`src/rtl/settle_timer_pkg.sv`:
```
// Shared constants and elaboration helpers for the settle/lock-wait timer bank.
package settle_timer_pkg;

    localparam int MODE_ONESHOT  = 0;
    localparam int MODE_PERIODIC = 1;

    localparam int unsigned DEFAULT_TERMINAL = 1600;

    // A terminal of 0 is reserved to mean "use the default", so it is never a legal default.
    function automatic bit terminal_legal(input longint unsigned t, input int w);
        return (t >= 64'd1) && (t <= ((64'd1 << w) - 64'd1));
    endfunction

endpackage

```
`src/rtl/settle_timer_ch.sv`:
```
// One settle-timer channel: counts while enabled, flags and pulses on reaching its terminal.
module settle_timer_ch
    import settle_timer_pkg::*;
#(
    parameter int          WIDTH    = 12,
    parameter int unsigned TERMINAL = DEFAULT_TERMINAL,
    parameter int          PERIODIC = MODE_ONESHOT
) (
    input  logic             clk,
    input  logic             rst,
    input  logic             en,
    input  logic [WIDTH-1:0] term,
    output logic             status,
    output logic             done_pulse
);

    localparam logic [WIDTH-1:0] TC_DEFAULT = TERMINAL[WIDTH-1:0];

    if (!terminal_legal(longint'(TERMINAL), WIDTH)) begin : g_bad_terminal
        $error("settle_timer_ch: TERMINAL out of range 1..2^WIDTH-1");
    end

    logic [WIDTH-1:0] cnt_reg, cnt_next;
    logic [WIDTH-1:0] term_q_reg, term_q_next;
    logic             status_d_reg;
    logic [WIDTH-1:0] tc;

    assign tc = (term_q_reg == '0) ? TC_DEFAULT : term_q_reg;

    // The terminal is only sampled while idle, so edits during a count are ignored.
    always_comb begin
        cnt_next    = cnt_reg;
        term_q_next = term_q_reg;
        if (!en) begin
            cnt_next    = '0;
            term_q_next = term;
        end else if (cnt_reg != tc) begin
            cnt_next = cnt_reg + 1'b1;
        end else if (PERIODIC == MODE_PERIODIC) begin
            cnt_next = '0;
        end
    end

    always_ff @(posedge clk) begin
        if (rst) begin
            cnt_reg      <= '0;
            term_q_reg   <= '0;
            status_d_reg <= 1'b0;
        end else begin
            cnt_reg      <= cnt_next;
            term_q_reg   <= term_q_next;
            status_d_reg <= status;
        end
    end

    assign status     = (cnt_reg == tc);
    assign done_pulse = status & ~status_d_reg;

endmodule

```
`src/rtl/settle_timer_bank.sv`:
```
// Bank of independent settle timers with registered all/any-done aggregation.
module settle_timer_bank
    import settle_timer_pkg::*;
#(
    parameter int          CHANNELS = 2,
    parameter int          WIDTH    = 12,
    parameter int unsigned TERMINAL = DEFAULT_TERMINAL,
    parameter int          PERIODIC = MODE_ONESHOT
) (
    input  logic                      clk,
    input  logic                      rst,
    input  logic [CHANNELS-1:0]       en,
    input  logic [CHANNELS*WIDTH-1:0] term,
    output logic [CHANNELS-1:0]       status,
    output logic [CHANNELS-1:0]       done_pulse,
    output logic                      all_done,
    output logic                      any_done
);

    if (CHANNELS < 1 || CHANNELS > 16) begin : g_bad_channels
        $error("settle_timer_bank: CHANNELS must be 1..16");
    end

    if (WIDTH < 2 || WIDTH > 32) begin : g_bad_width
        $error("settle_timer_bank: WIDTH must be 2..32");
    end

    logic all_done_reg;
    logic any_done_reg;

    for (genvar gi = 0; gi < CHANNELS; gi++) begin : g_ch
        settle_timer_ch #(
            .WIDTH    (WIDTH),
            .TERMINAL (TERMINAL),
            .PERIODIC (PERIODIC)
        ) u_ch (
            .clk        (clk),
            .rst        (rst),
            .en         (en[gi]),
            .term       (term[gi*WIDTH +: WIDTH]),
            .status     (status[gi]),
            .done_pulse (done_pulse[gi])
        );
    end

    // Aggregates lag status by one cycle so downstream sequencing sees clean registers.
    always_ff @(posedge clk) begin
        if (rst) begin
            all_done_reg <= 1'b0;
            any_done_reg <= 1'b0;
        end else begin
            all_done_reg <= &status;
            any_done_reg <= |status;
        end
    end

    assign all_done = all_done_reg;
    assign any_done = any_done_reg;

endmodule
```
`config.mk`:
```
export PLATFORM = sky130hd
export DESIGN_NAME = settle_timer_bank
export DESIGN_NICKNAME = d
export VERILOG_FILES = /design/src/rtl/settle_timer_pkg.sv /design/src/rtl/settle_timer_ch.sv /design/src/rtl/settle_timer_bank.sv
export SDC_FILE = /design/constraint.sdc
export NUM_CORES = 1
export LEC_CHECK = 0
export BUFFER_PORTS_ARGS = -buffer_cell sky130_fd_sc_hd__buf_2
export CORE_MARGIN = 1.5
export CORE_UTILIZATION = 30
export DETAILED_ROUTE_END_ITERATION = 8
export RECOVER_POWER = 25
export SETUP_SLACK_MARGIN = 0.1
export SLEW_MARGIN = 20
export SYNTH_ARGS = -nofsm -noshare
export SYNTH_HDL_FRONTEND = slang
export SYNTH_SLANG_ARGS = --single-unit
```
`constraint.sdc`:
```
create_clock -name clk -period 3.8 [get_ports clk]
set_input_delay 0.19 -clock clk [delete_from_list [all_inputs] [get_ports clk]]
set_output_delay 0.19 -clock clk [all_outputs]
set_load 0.01 [all_outputs]
```
# Word level (Yosys, flattened, before mapping)
# Index checks and enable logic that the tools add are counted.
# W data, S select, Z words.
classes:
  add_sub_neg: 2
  n_eq_ne: 4
  n_reduce_logical: 6
  n_bitwise: 6
  n_mux: 2
ops:
  columns: ["cell", "n"]
  rows:
  - ["$add A12 B1 Y12 const B", 2]
  - ["$eq A12 B12 Y1", 2]
  - ["$logic_not A12 Y1", 2]
  - ["$mux W12", 2]
  - ["$ne A12 B12 Y1", 2]
  - ["$reduce_or A2 Y1", 3]
  - ["$not A1 Y1", 4]
  - ["$and A1 B1 Y1", 2]
  - ["$reduce_and A2 Y1", 1]
word_totals:
  wordCells: 28
  in_bits: 28
  regBits: 52

# Depth between registers and ports, before layout
# Gate-level depths: netlist of the first run.
logic_depth:
  word_depth: 4
  ltp_mapped: 8
  depth_no_buf: 7

# By module
# A second synthesis of the first run with hierarchy kept.
unflattened:
  hier_cells: 302
  hier_area_um2: 2606.2
by_module_without_submodules:
  columns: ["mod", "instances", "area_per_inst_um2", "cells_per_inst"]
  rows:
  - ["settle_timer_ch", 2, 1273.7, 149]
  - ["settle_timer_bank", 1, 58.8, 4]

# Worst setup path after synthesis of the first run
# No wires, ideal clock.
synth_path:
  kind: "register -> register"
  startpoint: "register g_ch[0].u_ch.term_q_reg[3]"
  endpoint: "register g_ch[0].u_ch.cnt_reg[7]"
  setup_time_ns: 0.071
  t_required_ns: 3.729
  path_stages_with_launch: 7
  synth_period_minus_slack_ns: 1.810
  setup_slack_ns: 1.990
  arrival_ns: 1.740
  path_cell_list: "dfxtp_1 > nor4_1 > nand3_1 > mux2i_2 > a311o_2 > or3_1 > a21oi_1"
synth_via:
  elab_chain_cells: 3
synth_lines:
  columns: ["item", "line_no", "source"]
  rows:
  - ["start: declaration", "settle_timer_ch.sv:24", "logic [WIDTH-1:0] term_q_reg, term_q_next;"]
  - ["start signal: assignment", "settle_timer_ch.sv:51", "term_q_reg <= term_q_next;"]
  - ["$logic_not A12 Y1", "settle_timer_ch.sv:28", "assign tc = (term_q_reg == '0) ? TC_DEFAULT : term_q_reg;"]
  - ["$mux W12 *", "settle_timer_ch.sv:28", null]
  - ["$ne A12 B12 Y1 *", "settle_timer_ch.sv:37", "end else if (cnt_reg != tc) begin"]
  - ["end signal: assignment", "settle_timer_ch.sv:50", "cnt_reg <= cnt_next;"]
  - ["end: declaration", "settle_timer_ch.sv:23", "logic [WIDTH-1:0] cnt_reg, cnt_next;"]
# Mark *: on every way between the ends. The rest lies on a longest branch, timed or not.
# A chain may end at the register's enable or synchronous reset.

# Final worst setup path of the first run
layout_path:
  startpoint: "register g_ch[0].u_ch.cnt_reg[5]"
  endpoint: "output done_pulse[0]"
layout_via:
  elab_chain_cells: 2
layout_lines:
  columns: ["item", "line_no", "source"]
  rows:
  - ["$eq A12 B12 Y1", "settle_timer_ch.sv:56", "assign status = (cnt_reg == tc);"]
  - ["$and A1 B1 Y1", "settle_timer_ch.sv:57", "assign done_pulse = status & ~status_d_reg;"]
  - ["end: declaration", "settle_timer_bank.sv:15", "output logic [CHANNELS-1:0] done_pulse,"]
# Every way passes these cells.

==> results of run 1 <==
## worst max-delay path: stages, from the launching register on
cell,delay [ns]
dfxtp_1,0.38
xor2_1,0.18
nor3_1,0.65
nand3_2,0.38
nor2_1,0.17
buf_2,0.15
## routing by layer
layer  GRT usage  vias up  wire, µm
met1       0.178      962      2710
met4      0.0522        0        97
met2       0.193       44      2230
met5           0        -         0
met3      0.0303       10       268
li1            -     1039         -
## cells in the final DEF (no fill, tap or decap), types with 2 or more instances in the layout
| cell type | count |
|---|---|
| nand2_1 | 22 |
| nor2b_1 | 2 |
| nor2_1 | 45 |
| a311oi_1 | 3 |
| inv_1 | 8 |
| a31oi_1 | 7 |
| nor4_1 | 10 |
| or3_1 | 2 |
| mux2i_2 | 2 |
| dfxtp_1 | 52 |
| o221ai_1 | 2 |
| xor2_1 | 10 |
| xnor2_1 | 17 |
| clkbuf_8 | 5 |
| nand2b_1 | 4 |
| nand4_1 | 2 |
| a222oi_1 | 2 |
| inv_2 | 4 |
| nor3_1 | 5 |
| o21ai_0 | 2 |
| xor2_2 | 2 |
| buf_2 | 33 |
| a21oi_1 | 8 |
| ha_1 | 2 |
| nand3_1 | 12 |
| a31o_1 | 3 |
| nand3_2 | 2 |
| mux2i_1 | 26 |
| o211ai_1 | 2 |
## worst max path at each step
stage | from | end | slack, ns | depth (start not counted)
3_5_place_dp | g_ch[0].u_ch.cnt_reg[6] | done_pulse[0] | 1.72 | 6
2_1_floorplan | g_ch[0].u_ch.term_q_reg[3] | g_ch[0].u_ch.cnt_reg[7] | 1.99 | 6
6_report | g_ch[0].u_ch.cnt_reg[5] | done_pulse[0] | 1.39 | 5
5_1_grt | g_ch[1].u_ch.cnt_reg[7] | status[1] | 1.21 | 5
3_3_place_gp | g_ch[0].u_ch.cnt_reg[6] | done_pulse[0] | 1.72 | 6
4_1_cts | g_ch[0].u_ch.cnt_reg[6] | done_pulse[0] | 1.36 | 6
## cells in the mapped netlist, types with 5 or more instances
cell type  number  area share
dfxtp_1        52        0.41
nor2_1         45       0.066
mux2i_1        26        0.10
nand2_1        22       0.032
xnor2_1        17       0.059
nand3_1        12       0.024
nor4_1         10       0.025
xor2_1         10       0.034
a21oi_1         8       0.016
inv_1           8       0.012
a31oi_1         7       0.017
buf_1           5      0.0074
nor3_1          5      0.0098
## per-stage QoR
step | util | instances | area [µm²] | worst slack [ns] | power [W]
final | 0.346 | 414 | 2850 | 1.39 | 0.00103
after global placement | 0.336 | 407 | 2760 | 1.72 | 0.000728
after detailed placement | 0.336 | 407 | 2760 | 1.72 | 0.000730
after CTS | 0.346 | 414 | 2850 | 1.36 | 0.00104
after floorplan | - | 284 | 2540 | 1.99 | 0.000697
after global routing | 0.346 | 414 | 2850 | 1.21 | 0.00108
## kinds of logic after synthesis
| family | count (synthesis) |
|---|---|
| XOR/XNOR | 29 |
| AND/OR/NAND/NOR | 111 |
| flip-flops | 52 |
| multiplexers | 28 |
| buffers and inverters | 27 |
| AO/OA/AOI/OAI | 35 |
| adder cells (fa/ha/maj) | 2 |
## layout make-up
cell class              instances  area share
clock inverters                 2     0.00440
multi-input cells             205       0.485
repair buffers                 33      0.0580
inverters                      12      0.0158
clock buffers                   5      0.0242
well taps                     105      0.0462
flip-flops and latches         52       0.366
## power by group through the flow
stage / combinational (W) / sequential (W) / clock, W
floorplan: 0.000104 / 0.000593 / 0
global placement: 0.000130 / 0.000598 / 0
detailed placement: 0.000131 / 0.000599 / 0
CTS: 0.000132 / 0.000586 / 0.000325
global route: 0.000145 / 0.000590 / 0.000346
finish: 0.000130 / 0.000586 / 0.000311
==> flow_summary.ini, run 1 <==
[global_routing]
overflow = 0
grt_usage = 0.129
grt_max_degree = 33
grt_pass1_wl_um = 9140
antenna_found_initial = 0
grt_pass1_vias = 1923

[worst_setup_path]
r2r_cells = 6
arrival_ns = 2.22
r2r_start = g_ch[0].u_ch.term_q_reg[11]
crit_required_ns = 3.61
reg2reg_to = g_ch[0].u_ch.cnt_reg[7]
path_max_fanout = 10
critPathKind = reg2out
end_kind = output pin
r2r_slack_ns = 1.76
startpoint_type = flop

[sta]
fin_hold_ws_ns = 0.0974
setup_tns_ns = 0
rsz0062_at_grt = false
max_clock_freq_ghz = 0.415
slew_viol_final = 0
finalCritPeriodShare = 0.634
maxSlewHeadroom = 0.484
setup_viol = 0
hold_violations = 0
worst_slew_pin_slew_ns = 0.768
period_needed_ns = 2.41
fin_skew_ns = 0.00901

[power_and_ir_drop]
clock_power_share = 0.303
peakVddDrop_v = 0.000208
switching_power_w = 0.000278
power_frac_comb = 0.126
power_density_mw_per_mm2 = 361
swShare = 0.270
p_seq_frac = 0.571
leakage_nw = 1.16
p_int_w = 0.000749

[logic_synthesis]
synth_top_family_by_area = simple AND/OR/NAND/NOR gates
synth_area_mm2 = 0.00254
yosysSeqAreaShare = 0.410
synth_compound_area_frac = 0.102
async_flop_share = 0
muxShareOfSynthArea = 0.113
synth_fa_ha_area_frac = 0.00985
avgSynthCellArea_um2 = 8.95
dominantRegCellSynth = dfxtp_1
yosys_warnings = 0
ys_ff_latch = 52
synth_edf_count = 0
ys_types = 42
synth_xor_area_frac = 0.106
syn_inst = 284
yosys.area_share.simple = 0.213
syn-num-nets = 314

[floorplanning]
rows = 33
coreArea_mm2 = 0.00822
die_width_um = 95.0
initial_core_util = 0.309
die_area_mm2 = 0.00903
pin_count = 34
dieHeight_um = 95.0

[clock_tree]
postCtsHoldBufs = 0
root_buffer = clkbuf_8
h-tree-depth = 2
insertion_delay_ns = 0.31
cts_made_buffers = 5
clkTransAtPathRegs_ns = 0.10
clock-sinks = 52
cts_tree = built
post_cts_buffers = 0
clockBufferDepth = 2
cts_resized = 0

[detailed_routing]
first_pass_iters = 4
avgRoutedWirePerCell_um = 12.8
vias = 2055
drtAntennaViolNets = 0
drc_errors = 0
avgViaCountPerCell = 4.96
routed_wirelength_um = 5310
drtIter0Drc = 126

[job]
cap_violations = 0

[placement]
routabilityCongestion = 0.827
port_buffers = 33
hpwl_um = 4000

[layout]
regArea_mm2 = 0.00104
n_fill_cell = 829
area_delta_synth_final_pct = 12.0
fin_nets = 339
antenna_cells = 0
multiInputGateArea_mm2 = 0.00138
layout-drive-gt1-share = 0.175

[worst_hold_path]
hold-path-cell-count = 3
holdPathEnd = g_ch[1].u_ch.term_q_reg[10]
hold_class = in2reg
worstHoldStart = term[22]

[status]
outcome = completed
Power figures use the tool's default switching activity.
==> run 2: changes to the inputs <==
- clock period: 3.8 -> 2.27 ns (I/O delays scaled with it)
==> run 2 against run 1 <==
Net effect:
- via count up 0.39%
- worst hold slack worse by 0.069 ns
- power rose by 75%
- first-iteration DRC count is 41% higher
- design area up 3.8%
- routed wire length is 6.0% higher
- sequential power increased by 68%
- clock power grew 78%
- clock skew is 0.0030 ns lower
- die area did not move
- combinational power is 96% higher
- core utilization is 1.3 points higher
==> flow_summary.ini, run 2 (same netlist as run 1, synthesis figures left out) <==
[global_routing]
grt_pass1_vias = 1866
grt_max_degree = 20
grt_usage = 0.134
grt_pass1_wl_um = 9360
overflow = 0
antenna_found_initial = 0

[floorplanning]
initial_core_util = 0.309
die_area_mm2 = 0.00903
pin_count = 34
die_width_um = 95.0
dieHeight_um = 95.0
coreArea_mm2 = 0.00822
rows = 33

[clock_tree]
clkTransAtPathRegs_ns = 0.09
root_buffer = clkbuf_8
cts_made_buffers = 5
cts_tree = built
h-tree-depth = 2
clockBufferDepth = 2
clock-sinks = 52
insertion_delay_ns = 0.31

[power_and_ir_drop]
power.total_w = 0.00179
peakVddDrop_v = 0.000306
leakage_nw = 1.20
power_density_mw_per_mm2 = 607

[layout]
fin_nets = 347
layout-drive-gt1-share = 0.204
post-route-cell-area_mm2 = 0.00295
multiInputGateArea_mm2 = 0.00142
antenna_cells = 0
mostFrequentLayoutCells = 50 x dfxtp_1, 45 x nor2_1, 32 x buf_2
n_fill_cell = 824
area_delta_synth_final_pct = 16.2
fin_util = 0.359
regArea_mm2 = 0.00104
mostFrequentLayoutCell = dfxtp_1

[worst_hold_path]
hold_class = in2reg

[worst_setup_path]
crit_chain = inv_2, a222oi_1, nor4b_4, nand3_4, nor2_1, buf_2
crit_required_ns = 2.16
path_max_fanout = 10
slowest_delay_ns = 0.47
critPathKind = reg2out
cp_slowest_cell = dfxtp_1
startpoint_type = flop
arrival_ns = 1.97
cpLargestDelayFamily = simple AND/OR/NAND/NOR gates
crit_buf_inv = 2
end_kind = output pin

[detailed_routing]
vias = 2063
drtAntennaViolNets = 0
drc_errors = 0
first_pass_iters = 4
drtIter0Drc = 178
avgRoutedWirePerCell_um = 13.3
routed_wirelength_um = 5630
avgViaCountPerCell = 4.88

[placement]
routabilityCongestion = 0.845
port_buffers = 33
place_area_mm2 = 0.00279
hpwl_um = 4030

[sta]
slew_viol_final = 0
rsz0062_at_grt = true
fin_skew_ns = 0.00601
hold_violations = 0
setup_tns_ns = 0
period_needed_ns = 2.09
finalCritPeriodShare = 0.919
max_clock_freq_ghz = 0.479
worst_slew_pin_slew_ns = 0.947
setup_viol = 0
maxSlewHeadroom = 0.369

[status]
outcome = completed

[job]
cap_violations = 0
## run 2: final timing paths
kind,from,to,slack [ns],cells after the start
setup reg to reg,g_ch[0].u_ch.term_q_reg[6],g_ch[0].u_ch.cnt_reg[7],0.22,6
setup / recovery,g_ch[0].u_ch.cnt_reg[6],done_pulse[0],0.18,6
hold / removal,term[15],g_ch[1].u_ch.term_q_reg[3],0.03,3
hold reg to reg,g_ch[1].u_ch.cnt_reg[9],g_ch[1].u_ch.cnt_reg[10],0.53,2
## run 2: area by class of cell
class                      count  share of cell area
clock buffer                   7              0.0292
timing repair buffer          41              0.0746
multi-input combinational    205               0.481
inverter                      12              0.0153
sequential                    52               0.353
clock inverter                 1             0.00254
tap                          105              0.0445
## run 2: tightest hold or removal path: stages
cell and delay (ns):
buf_2 0.07, mux2i_1 0.05, nor2_1 0.07
## run 2: timing repair
item | in CTS | in global routing
hold buffers | 0 | 0
pin swaps | 0 | 2
setup endpoints to repair | 4 | 7
gates resized for setup | 5 | 4
buffers inserted | 0 | 4
## run 2: layer usage
layer  track usage  vias to the layer above  wire length, µm
met5             0                        -                0
met4        0.0485                        0               99
met3        0.0351                        8              274
met2         0.195                       47             2360
met1         0.188                      962             2890
li1              -                     1046                -
## run 2: metrics by stage
| step | cells | hold slack (ns) | setup slack (ns) |
|---|---|---|---|
| finish | 423 | 0.0286 | 0.183 |
| detailed placement | 411 | 0.350 | 0.257 |
| CTS | 419 | 0.0265 | 0.118 |
| floorplan | 284 | 0.257 | 0.460 |
| global placement | 411 | 0.345 | 0.235 |
| global route | 423 | 0.0158 | 0.0608 |
## run 2: report_power, final
part	switching [W]	leakage [nW]	internal [W]
logic	0.000132	0.733	0.000122
registers	0.0000360	0.425	0.000946
clock network	0.000307	0.0445	0.000248
total	0.000475	1.20	0.00132
==> run 3: changes to the inputs <==
--- a/config.mk
+++ b/config.mk
@@ -9,4 +9,5 @@
 export CORE_MARGIN = 1.5
-export CORE_UTILIZATION = 30
+export CORE_UTILIZATION = 57
 export DETAILED_ROUTE_END_ITERATION = 8
+export PLACE_DENSITY = 0.79
 export RECOVER_POWER = 25
==> constraint.sdc (replaced) <==
create_clock -name clk -period 2.27 [get_ports clk]
set_input_delay 0.454 -clock clk [delete_from_list [all_inputs] [get_ports clk]]
set_output_delay 0.454 -clock clk [all_outputs]
set_load 0.01 [all_outputs]
==> run 3 against run 2 <==
Net effect:
- design area up 4.7%
- register-to-register slack worse by 0.11 ns
- via count up 8.7%
- sequential cell count unchanged
- non-clock buffer count up 10
- clock skew about the same
- worst setup slack worse by 0.17 ns
==> flow_summary.ini, run 3 (same netlist as run 1, synthesis figures left out) <==
[status]
outcome = completed

[worst_setup_path]
slowest_delay_ns = 0.36
startpoint_type = flop
end_kind = output pin
path_max_fanout = 3
critPathKind = reg2out
crit_required_ns = 1.82
cp_slowest_cell = dfxtp_4
arrival_ns = 1.81
crit_chain = xor2_1, nor4_2, and4_4, nand3_4, nor2_2, buf_2

[sta]
slew_viol_final = 0
fin_skew_ns = 0.00615
setup_viol = 0
worst_slew_pin_slew_ns = 0.944
maxSlewHeadroom = 0.371
finalCritPeriodShare = 0.996
max_clock_freq_ghz = 0.442
period_needed_ns = 2.26
setup_tns_ns = 0
rsz0062_at_grt = true
hold_violations = 0

[power_and_ir_drop]
power_density_mw_per_mm2 = 617
swShare = 0.255
switching_power_w = 0.000487
power_frac_comb = 0.156
p_int_w = 0.00142
clock_power_share = 0.326
p_seq_frac = 0.517
leakage_nw = 1.28
peakVddDrop_v = 0.000463

[global_routing]
met2_usage = 0.413
overflow = 0
grt_pass1_vias = 2075
grt_usage = 0.251
antenna_found_initial = 0
grtUsageMet3 = 0.0509
grt_max_degree = 20
busiest_layer = met2
gr-usage-met1 = 0.326
grt_pass1_wl_um = 9760

[layout]
n_fill_cell = 314
layout-drive-gt1-share = 0.299
mostFrequentLayoutCells = 44 x nor2_1, 36 x dfxtp_1, 30 x buf_2
fin_util = 0.715
antenna_cells = 0
multiInputGateArea_mm2 = 0.00150
fin_nets = 357
layout.cells.non_filler = 380
mostFrequentLayoutCell = nor2_1
area_delta_synth_final_pct = 21.7
regArea_mm2 = 0.00107

[placement]
port_buffers = 33
hpwl_um = 3870
routabilityCongestion = 0.881
placedCellCount = 362

[clock_tree]
root_buffer = clkbuf_8
insertion_delay_ns = 0.30
clock-sinks = 52
h-tree-depth = 2
clkTransAtPathRegs_ns = 0.09
cts_tree = built
postCtsHoldBufs = 0
clockBufferDepth = 2
cts_made_buffers = 5

[detailed_routing]
routed_wirelength_um = 5890
avgRoutedWirePerCell_um = 15.5
avgViaCountPerCell = 5.90
drtIter0Drc = 166
drtAntennaViolNets = 0
drc_errors = 0
first_pass_iters = 5
vias = 2242

[floorplanning]
rows = 24
dieHeight_um = 69.8
initial_core_util = 0.588
die_area_mm2 = 0.00487
coreArea_mm2 = 0.00432
pin_count = 34
die_width_um = 69.8

[worst_hold_path]
hold_class = in2reg

[job]
cap_violations = 0
-- run 3: changes by cell type in the layout (fill, tap and decap cells not counted), moves of 3 or more --
cell     previous run  this run
dfxtp_4             0         3
nor4_1              9         4
dfxtp_1            50        36
nor4_2              1         4
buf_4               7        16
dfxtp_2             2        13
-- run 3: metrics by stage --
step	area, µm²	total power (W)	hold slack, ns	setup WS (ns)
after floorplan	2540	0.00117	0.477	0.230
after global placement	2760	0.00124	0.504	0.233
after detailed placement	2760	0.00124	0.505	0.156
after CTS	2970	0.00188	0.373	0.0570
after global routing	3090	0.00197	0.371	-0.0481
final	3090	0.00191	0.379	0.00966
-- run 3: area by class of cell --
class / instances / area share
Clock buffer: 6 / 0.0235
Clock inverter: 2 / 0.0113
Inverter: 12 / 0.0146
Multi-Input combinational cell: 205 / 0.486
Tap cell: 52 / 0.0210
Timing Repair Buffer: 51 / 0.0983
Sequential cell: 52 / 0.345
-- run 3: final timing paths --
path / endpoint / slack [ns] / start / cells past startpoint
worst max-delay path: done_pulse[1] / 0.01 / g_ch[1].u_ch.cnt_reg[0] / 6
worst min register to register: g_ch[1].u_ch.cnt_reg[10] / 0.52 / g_ch[1].u_ch.cnt_reg[9] / 2
worst max register to register: g_ch[0].u_ch.cnt_reg[10] / 0.11 / g_ch[0].u_ch.term_q_reg[11] / 7
worst min-delay path: g_ch[1].u_ch.term_q_reg[11] / 0.38 / term[23] / 3
-- run 3: critical path, delay by kind of cell, from the launching register on --
kind / cells / cell delay [ns]
XOR/XNOR: 1 / 0.17
buffers and inverters: 1 / 0.12
AND/OR/NAND/NOR: 4 / 0.85
flip-flops: 1 / 0.36
-- run 3: repair_timing --
item | CTS | global route
gates resized for setup | 19 | 22
setup endpoints to repair | 4 | 7
endpoints found under the hold margin | 0 | 0
pin swaps | 6 | 9
buffers inserted | 6 | 4
-- run 3: layer usage --
| layer | vias to the layer above | part of all wire |
|---|---|---|
| met3 | 14 | 0.084 |
| met4 | 0 | 0.015 |
| met2 | 115 | 0.48 |
| met5 | - | 0 |
| met1 | 1039 | 0.43 |
| li1 | 1074 | - |
-- run 3: power groups by stage --
stage	registers [W]	logic, W	clock network [W]
floorplan	0.000993	0.000174	0
global placement	0.00100	0.000234	0
detailed placement	0.00100	0.000238	0
CTS	0.000981	0.000267	0.000634
global route	0.000992	0.000325	0.000657
finish	0.000988	0.000298	0.000623
